<file path="config.mk">
export PLATFORM = sky130hd
export DESIGN_NAME = vga_pic_loader
export DESIGN_NICKNAME = d
export VERILOG_FILES = /design/src/rtl/vga_pic_pkg.sv /design/src/rtl/vga_row_assembler.sv /design/src/rtl/vga_pic_loader.sv
export SDC_FILE = /design/constraint.sdc
export NUM_CORES = 1
export LEC_CHECK = 0
export ABC_AREA = 1
export CORE_ASPECT_RATIO = 2
export CORE_MARGIN = 2
export CORE_UTILIZATION = 55
export DETAILED_ROUTE_END_ITERATION = 10
export GPL_ROUTABILITY_DRIVEN = 0
export HOLD_SLACK_MARGIN = 0.08
export PLACE_DENSITY = 0.75
export SYNTH_ARGS = -nofsm -noshare
export SYNTH_HDL_FRONTEND = slang
export SYNTH_SLANG_ARGS = --single-unit
</file>
<file path="constraint.sdc">
create_clock -name CLK -period 2.8 [get_ports CLK]
set_clock_uncertainty 0.2 [all_clocks]
set_input_delay 0.28 -clock CLK [delete_from_list [all_inputs] [get_ports CLK]]
set_output_delay 0.28 -clock CLK [all_outputs]
set_load 0.02 [all_outputs]
</file>
<file path="src/rtl/vga_pic_pkg.sv">
// Shared constants and state encoding for the picture-memory loader.
package vga_pic_pkg;

  localparam logic [7:0] SYNC_BYTE_DEFAULT = 8'hA5;
  localparam int         ROW_BYTES         = 24;
  localparam int         LANE_BYTES        = 8;

  typedef enum logic [1:0] {
    IDLE  = 2'd0,
    RECV  = 2'd1,
    CHECK = 2'd2
  } state_t;

endpackage

</file>
<file path="src/rtl/vga_row_assembler.sv">
// Collects 24 bytes of one row into R/G/B shift lanes; first byte of a lane ends up in bits 63:56.
module vga_row_assembler
  import vga_pic_pkg::*;
(
  input  logic        clk,
  input  logic        rst_n,
  input  logic        clear,
  input  logic        byte_vld,
  input  logic [7:0]  byte_in,
  output logic [63:0] red_word,
  output logic [63:0] green_word,
  output logic [63:0] blue_word,
  output logic        row_done
);

  logic [4:0]  idx;
  logic [63:0] red_q;
  logic [63:0] green_q;
  logic [63:0] blue_q;

  // Words include the byte being accepted this cycle, so the row can be latched on byte 23.
  always_comb begin
    red_word   = red_q;
    green_word = green_q;
    blue_word  = blue_q;
    if (byte_vld) begin
      if (idx < 5'(LANE_BYTES))
        red_word = {red_q[55:0], byte_in};
      else if (idx < 5'(2 * LANE_BYTES))
        green_word = {green_q[55:0], byte_in};
      else
        blue_word = {blue_q[55:0], byte_in};
    end
  end

  assign row_done = byte_vld && (idx == 5'(ROW_BYTES - 1));

  always_ff @(posedge clk or negedge rst_n) begin
    if (!rst_n)
      idx <= '0;
    else if (clear)
      idx <= '0;
    else if (byte_vld)
      idx <= row_done ? 5'd0 : idx + 5'd1;
  end

  // Lanes are fully overwritten every row, so they carry no reset.
  always_ff @(posedge clk) begin
    red_q   <= red_word;
    green_q <= green_word;
    blue_q  <= blue_word;
  end

endmodule

</file>
<file path="src/rtl/vga_pic_loader.sv">
// UART byte stream to 64x64 RGB picture RAM writer with frame sync, XOR checksum and inter-byte timeout.
module vga_pic_loader
  import vga_pic_pkg::*;
#(
  parameter logic [7:0] SYNC_BYTE      = SYNC_BYTE_DEFAULT,
  parameter int          ROWS           = 64,
  parameter int          TIMEOUT_CYCLES = 2_000_000
) (
  input  logic        CLK,
  input  logic        RSTn,
  input  logic [7:0]  Rx_Data,
  input  logic        Rx_Done_Sig,
  output logic        Wr_En_Sig,
  output logic [5:0]  Wr_Addr,
  output logic [63:0] Red_Wr_Data,
  output logic [63:0] Green_Wr_Data,
  output logic [63:0] Blue_Wr_Data,
  output logic        Busy_Sig,
  output logic        Done_Sig,
  output logic        Err_Sig
);

  localparam int         TW       = $clog2(TIMEOUT_CYCLES);
  localparam logic [5:0] LAST_ROW = 6'(ROWS - 1);

  state_t      state;
  logic [5:0]  row;
  logic [7:0]  chk;
  logic [TW-1:0] tcnt;

  logic        sync_hit;
  logic        byte_vld;
  logic        row_done;
  logic        expired;
  logic [63:0] red_word;
  logic [63:0] green_word;
  logic [63:0] blue_word;

  assign sync_hit = (state == IDLE) && Rx_Done_Sig && (Rx_Data == SYNC_BYTE);
  assign byte_vld = (state == RECV) && Rx_Done_Sig;
  assign expired  = (tcnt == TW'(TIMEOUT_CYCLES - 1));

  vga_row_assembler u_row (
    .clk        (CLK),
    .rst_n      (RSTn),
    .clear      (sync_hit),
    .byte_vld   (byte_vld),
    .byte_in    (Rx_Data),
    .red_word   (red_word),
    .green_word (green_word),
    .blue_word  (blue_word),
    .row_done   (row_done)
  );

  always_ff @(posedge CLK or negedge RSTn) begin
    if (!RSTn) begin
      state         <= IDLE;
      row           <= '0;
      chk           <= '0;
      tcnt          <= '0;
      Wr_En_Sig     <= 1'b0;
      Wr_Addr       <= '0;
      Red_Wr_Data   <= '0;
      Green_Wr_Data <= '0;
      Blue_Wr_Data  <= '0;
      Busy_Sig      <= 1'b0;
      Done_Sig      <= 1'b0;
      Err_Sig       <= 1'b0;
    end else begin
      Wr_En_Sig <= 1'b0;
      Done_Sig  <= 1'b0;
      Err_Sig   <= 1'b0;
      case (state)
        IDLE: begin
          if (sync_hit) begin
            state    <= RECV;
            row      <= '0;
            chk      <= '0;
            tcnt     <= '0;
            Busy_Sig <= 1'b1;
          end
        end
        RECV: begin
          if (Rx_Done_Sig) begin
            tcnt <= '0;
            chk  <= chk ^ Rx_Data;
            if (row_done) begin
              Red_Wr_Data   <= red_word;
              Green_Wr_Data <= green_word;
              Blue_Wr_Data  <= blue_word;
              Wr_Addr       <= row;
              Wr_En_Sig     <= 1'b1;
              row           <= row + 6'd1;
              if (row == LAST_ROW)
                state <= CHECK;
            end
          end else if (expired) begin
            Err_Sig  <= 1'b1;
            Busy_Sig <= 1'b0;
            tcnt     <= '0;
            state    <= IDLE;
          end else begin
            tcnt <= tcnt + TW'(1);
          end
        end
        CHECK: begin
          if (Rx_Done_Sig) begin
            Done_Sig <= (Rx_Data == chk);
            Err_Sig  <= (Rx_Data != chk);
            Busy_Sig <= 1'b0;
            tcnt     <= '0;
            state    <= IDLE;
          end else if (expired) begin
            Err_Sig  <= 1'b1;
            Busy_Sig <= 1'b0;
            tcnt     <= '0;
            state    <= IDLE;
          end else begin
            tcnt <= tcnt + TW'(1);
          end
        end
        default: state <= IDLE;
      endcase
    end
  end

endmodule

</file>
==> flow_summary.ini, run 1 <==
[worst_setup_path]
worst-path-buf-inv = 3
worst_setup_path_end_kind = flop
cpPeakStageDelay_ns = 0.50
crit_required_ns = 3.05
crit_family = buffers and inverters
cp_slowest_cell = buf_4
cp_max_fo = 54
path_cells = inv_1 -> ha_1 -> nand2_2 -> inv_2 -> buf_4 -> nand3_1 -> a31oi_1
startpoint_type = flop
cp.arrival_ns = 2.80
critical_path_class = reg -> reg

[pwr]
power.leakage_uw = 0.00975
peakVddDrop_uv = 561
p_per_area_nw_per_um2 = 788

[die]
start_util = 0.554
rows = 90
ios = 213
core-area_um2 = 30000
die_x_um = 127
dieHeight_um = 250
dieArea_um2 = 31700

[synth]
synth_top_area_cell = dfrtp_1
synth_edf_count = 0
synthDistinctLibCells = 30
seq_area_frac_synth = 0.599
syn_area_per_cell_um2 = 8.69
ys.flop_type = dfrtp_1
synthMostInstantiatedCell = nand2_1
synth_area_leaders = dfrtp_1, dfxtp_1, nand2_1
yosysWarnings = 0
syn_nets = 1928
synth_top_area_frac = 0.368
async_flop_share = 0.560
synth-seq-cells = 436
syn_inst = 1910
netlist_area_um2 = 16600
synth_commonest_cells = nand2_1, dfrtp_1, nor2_1

[sta]
setup_viol_count_final = 0
rsz0062_at_grt = false
tightest_slew_ns = 0.836
slew_viol_final = 0
slew_headroom = 0.443
period_share = 0.909
fin_crit_ns = 2.54
setup_tns_ns = 0
hold_viol_final = 0
fmaxAchievable_mhz = 393

[grt]
antenna_found_initial = 0
grt_pass1_wl_um = 63800
globalRouteTotalUtil = 0.246
grt_overflow = 0
grt_start_max_net_pins = 89
grt_pass1_vias = 12400

[placement]
port_buffers = 212
dp_hpwl_um = 25700
dp_cells = 2415

[route]
dr.pass1.iters = 5
post-route-drc-count = 0
finalWirelength_um = 39100
wire_per_inst_um = 15.8
via_per_inst = 5.30
first_iter_violations = 946
drtAntennaViolNets = 0
vias = 13200

[clocking]
numCtsBuffers = 37
postCtsHoldBufs = 1
clock-sinks = 436
h-tree-depth = 2
postCtsSetupBuffers = 0
cts_tree = yes
cts.root.buffer_cell = clkbuf_16
clock_latency_ns = 0.53
clk_path_buf_depth = 3
clkTransAtPathRegs_ns = 0.07
postCtsResizedCells = 0

[flow_run]
maxCapViolCount = 0

[layout]
fin_cells = 2483
diodes = 0
fin_nets = 2105
drive_above_1_share = 0.0671
areaGrowthSynthToFinish_pct = 22.4

[hold_path]
hp-class = in -> async

[status]
outcome = complete, no violations
-- where the power goes --
part	leakage [uW]	total [uW]	internal (uW)	switching [uW]
combinational	0.00415	2780	939	1840
clock	0.000631	5370	3050	2320
sequential	0.00497	7870	7290	573
-- placed cells by master (no fill, tap or decap), types with 2 or more instances in the layout --
cell	synthesis	layout
a21oi_1	32	32
a31oi_1	109	109
and2_1	2	2
buf_12	0	12
buf_4	11	16
bufinv_16	0	4
clkbuf_1	29	5
clkbuf_16	0	38
clkbuf_8	0	6
clkdlybuf4s50_1	0	211
clkinv_2	0	11
dfrtp_1	244	243
dfxtp_1	192	192
ha_1	7	7
inv_1	76	76
inv_2	5	4
mux2_2	8	8
nand2_1	657	655
nand2_2	5	6
nand3_1	144	143
nand3b_1	2	2
nand4_1	12	12
nor2_1	196	196
nor3_1	5	5
o21ai_0	53	53
o21ai_1	11	11
o21ai_2	20	20
or2_2	7	7
xnor2_1	6	6
xor2_1	10	10
-- logic make-up after synthesis --
group                    count (synthesis)  share of synthesized area
AND/OR/NAND/NOR                       1031                      0.249
multiplexers                             8                    0.00543
buffers and inverters                  184                     0.0507
XOR/XNOR                                16                    0.00844
AO/OA/AOI/OAI                          228                     0.0819
flip-flops                             436                      0.599
adder cells (fa/ha/maj)                  7                    0.00527
-- flip-flops by register name (all words and copies together) (netlist names), 8 cells and up --
| name | count |
|---|---|
| chk | 8 |
| u_row.green_q | 64 |
| Red_Wr_Data | 64 |
| u_row.blue_q | 64 |
| tcnt | 21 |
| Green_Wr_Data | 64 |
| u_row.red_q | 64 |
| Blue_Wr_Data | 64 |
-- path summary, 6_finish.rpt --
path / cells past startpoint / to / slack [ns] / startpoint
setup / recovery: 7 / Blue_Wr_Data[36]$_DFFE_PN0P_ / 0.26 / state[1]$_DFFE_PN0P_
hold / removal: 2 / Green_Wr_Data[58]$_DFFE_PN0P_ / 0.11 / RSTn
setup reg to reg: 7 / Blue_Wr_Data[36]$_DFFE_PN0P_ / 0.26 / state[1]$_DFFE_PN0P_
hold reg to reg: 2 / u_row.red_q[61]$_DFF_P_ / 0.25 / u_row.red_q[61]$_DFF_P_
max in group asynchronous: 3 / Blue_Wr_Data[31]$_DFFE_PN0P_ / 1.59 / RSTn
min in group CLK: 2 / u_row.red_q[61]$_DFF_P_ / 0.25 / u_row.red_q[61]$_DFF_P_
-- area by class of cell --
class	count	area (um2)
timing repair buffer	241	2500
fill	2374	9630
inverter	81	312
clock buffer	49	1050
clock inverter	18	215
sequential	436	9950
tap	368	460
multi-input combinational	1290	5840
-- layer usage --
metal / vias up / wire length (um) / GRT usage
met3: 53 / 2350 / 0.0469
met2: 377 / 18700 / 0.400
met5: - / 0 / 0
li1: 6523 / - / -
met1: 6213 / 17200 / 0.339
met4: 0 / 908 / 0.0703
-- per-stage QoR --
step / cell area, um2 / utilization / power [uW] / hold WS [ns] / setup WS [ns]
4_1_cts: 20300 / 0.679 / 16100 / 0.134 / 0.290
2_1_floorplan: 16600 / - / 9900 / -0.216 / 0.897
6_report: 20300 / 0.679 / 16000 / 0.107 / 0.256
5_1_grt: 20300 / 0.679 / 16800 / 0.183 / 0.0192
3_3_place_gp: 19000 / 0.636 / 10600 / 0.105 / 0.378
3_5_place_dp: 19000 / 0.636 / 10700 / 0.103 / 0.301
(Power assumes the default switching activity.)
==> run 2, diff against run 1 <==
PLACE_DENSITY = 0.91   (was 0.75)
==> flow_summary.ini, run 2 (synthesis results as in run 1) <==
[sta]
setup_viol_count_final = 0
rsz0062_at_grt = false
period_share = 0.923
slew_headroom = 0.374
tightest_slew_ns = 0.939
slew_viol_final = 0
fmaxAchievable_mhz = 387
hold_viol_final = 0
fin_crit_ns = 2.58
setup_tns_ns = 0

[pwr]
intPower_uw = 11300
total_power_uw = 16200
peakVddDrop_uv = 743
p_sw_uw = 4870
pwr-share-comb = 0.178
power.leakage_uw = 0.00972
switching_share = 0.301
clock_power_share = 0.333
seq_power_share = 0.488
p_per_area_nw_per_um2 = 796

[die]
dieArea_um2 = 31700
ios = 213
core-area_um2 = 30000
rows = 90
dieHeight_um = 250
start_util = 0.554
die_x_um = 127

[layout]
fin_nets = 2100
diodes = 0
mostFrequentLayoutCells = nand2_1, dfrtp_1, clkdlybuf4s50_1
mostFrequentLayoutCell = nand2_1
areaGrowthSynthToFinish_pct = 22.4
nFillCells = 2124
seqCellArea_um2 = 9950
drive_above_1_share = 0.0635
multi_input_area_um2 = 5840
fin_util = 0.679

[route]
first_iter_violations = 1555
wire_per_inst_um = 17.3
post-route-drc-count = 0
dr.pass1.iters = 6
vias = 14100
finalWirelength_um = 43000
drtAntennaViolNets = 0
via_per_inst = 5.68

[clocking]
numCtsBuffers = 36
clock_latency_ns = 0.55
cts_tree = yes
clock-sinks = 436
postCtsSetupBuffers = 0
clkTransAtPathRegs_ns = 0.07
clk_path_buf_depth = 3
h-tree-depth = 2
cts.root.buffer_cell = clkbuf_16

[grt]
globalRouteTotalUtil = 0.270
grt_start_max_net_pins = 121
antenna_found_initial = 0
grt_pass1_wl_um = 69800
grt_overflow = 0
grt_pass1_vias = 13900

[flow_run]
maxCapViolCount = 0

[placement]
dp_hpwl_um = 26900
port_buffers = 212

[status]
outcome = complete, no violations

[worst_setup_path]
r2r.worst_path.cells = 7
cp_max_fo = 54
r2r_slack_ns = 0.22
critical_path_class = reg -> reg
worst_setup_path_end_kind = flop
cp.arrival_ns = 2.83
crit_required_ns = 3.04
startpoint_type = flop
timing.rr.end = Blue_Wr_Data[8]$_DFFE_PN0P_
r2r-start = state[1]$_DFFE_PN0P_

[hold_path]
hp-class = in -> async
[run 2: changes by cell type in the layout (fill, tap and decap cells not counted), moves of 2 or more]
cell	previous run	this run
buf_12	12	14
clkbuf_1	5	8
clkbuf_16	38	36
clkinvlp_4	1	5
clkinv_2	11	1
buf_4	16	10
[run 2: worst max-delay path by stage]
stage / slack (ns) / cells past startpoint / from / to
floorplan: 0.90 / 10 / state[0]$_DFFE_PN0P_ / tcnt[5]$_DFFE_PN0P_
global placement: 0.42 / 7 / state[1]$_DFFE_PN0P_ / Red_Wr_Data[27]$_DFFE_PN0P_
detailed placement: 0.28 / 7 / state[1]$_DFFE_PN0P_ / Wr_Addr[2]$_DFFE_PN0P_
CTS: 0.23 / 7 / state[1]$_DFFE_PN0P_ / Red_Wr_Data[61]$_DFFE_PN0P_
global route: 0.04 / 7 / state[1]$_DFFE_PN0P_ / Wr_Addr[1]$_DFFE_PN0P_
finish: 0.22 / 7 / state[1]$_DFFE_PN0P_ / Blue_Wr_Data[8]$_DFFE_PN0P_
[run 2: what timing repair did]
item                      in CTS  in global routing
hold buffers                   1                  0
gates resized for setup        0                  0
hold endpoints to repair     244                  0
[run 2: power by group through the flow]
stage                     Sequential, uW  Combinational, uW  Clock, uW
after global routing                7990               3260       5690
after CTS                           7890               2860       5440
after floorplan                     7820               2070          0
after detailed placement            7980               2800          0
final                               7900               2880       5390
after global placement              7940               2640          0
[run 2: cell type report]
type                            instances  share of cell area
Sequential cell                       436               0.490
Tap cell                              368              0.0227
Clock buffer                           51              0.0505
Clock inverter                         15              0.0121
Timing Repair Buffer                  237               0.123
Inverter                               81              0.0153
Multi-Input combinational cell       1290               0.287
[run 2: stage by stage]
step                      instances  hold slack (ns)  instance area (um2)  setup WS (ns)
after floorplan                1910           -0.216                16600          0.897
after global placement         2411           0.0933                19000          0.420
after detailed placement       2411           0.0949                19000          0.276
after CTS                      2478            0.121                20300          0.230
after global routing           2478            0.144                20300         0.0404
final                          2478            0.117                20300          0.215
[run 2: layer usage]
layer	routed length (um)	GRT usage
met5	0	0
met1	17000	0.354
met3	3310	0.0461
met2	21000	0.444
met4	1720	0.110
[run 2: worst max-delay path: stages (launching register included)]
cell and delay (ns):
dfrtp_1 0.43, inv_1 0.11, ha_1 0.37, nand2_2 0.18
inv_2 0.18, buf_4 0.54, nand3_1 0.26, a31oi_1 0.22
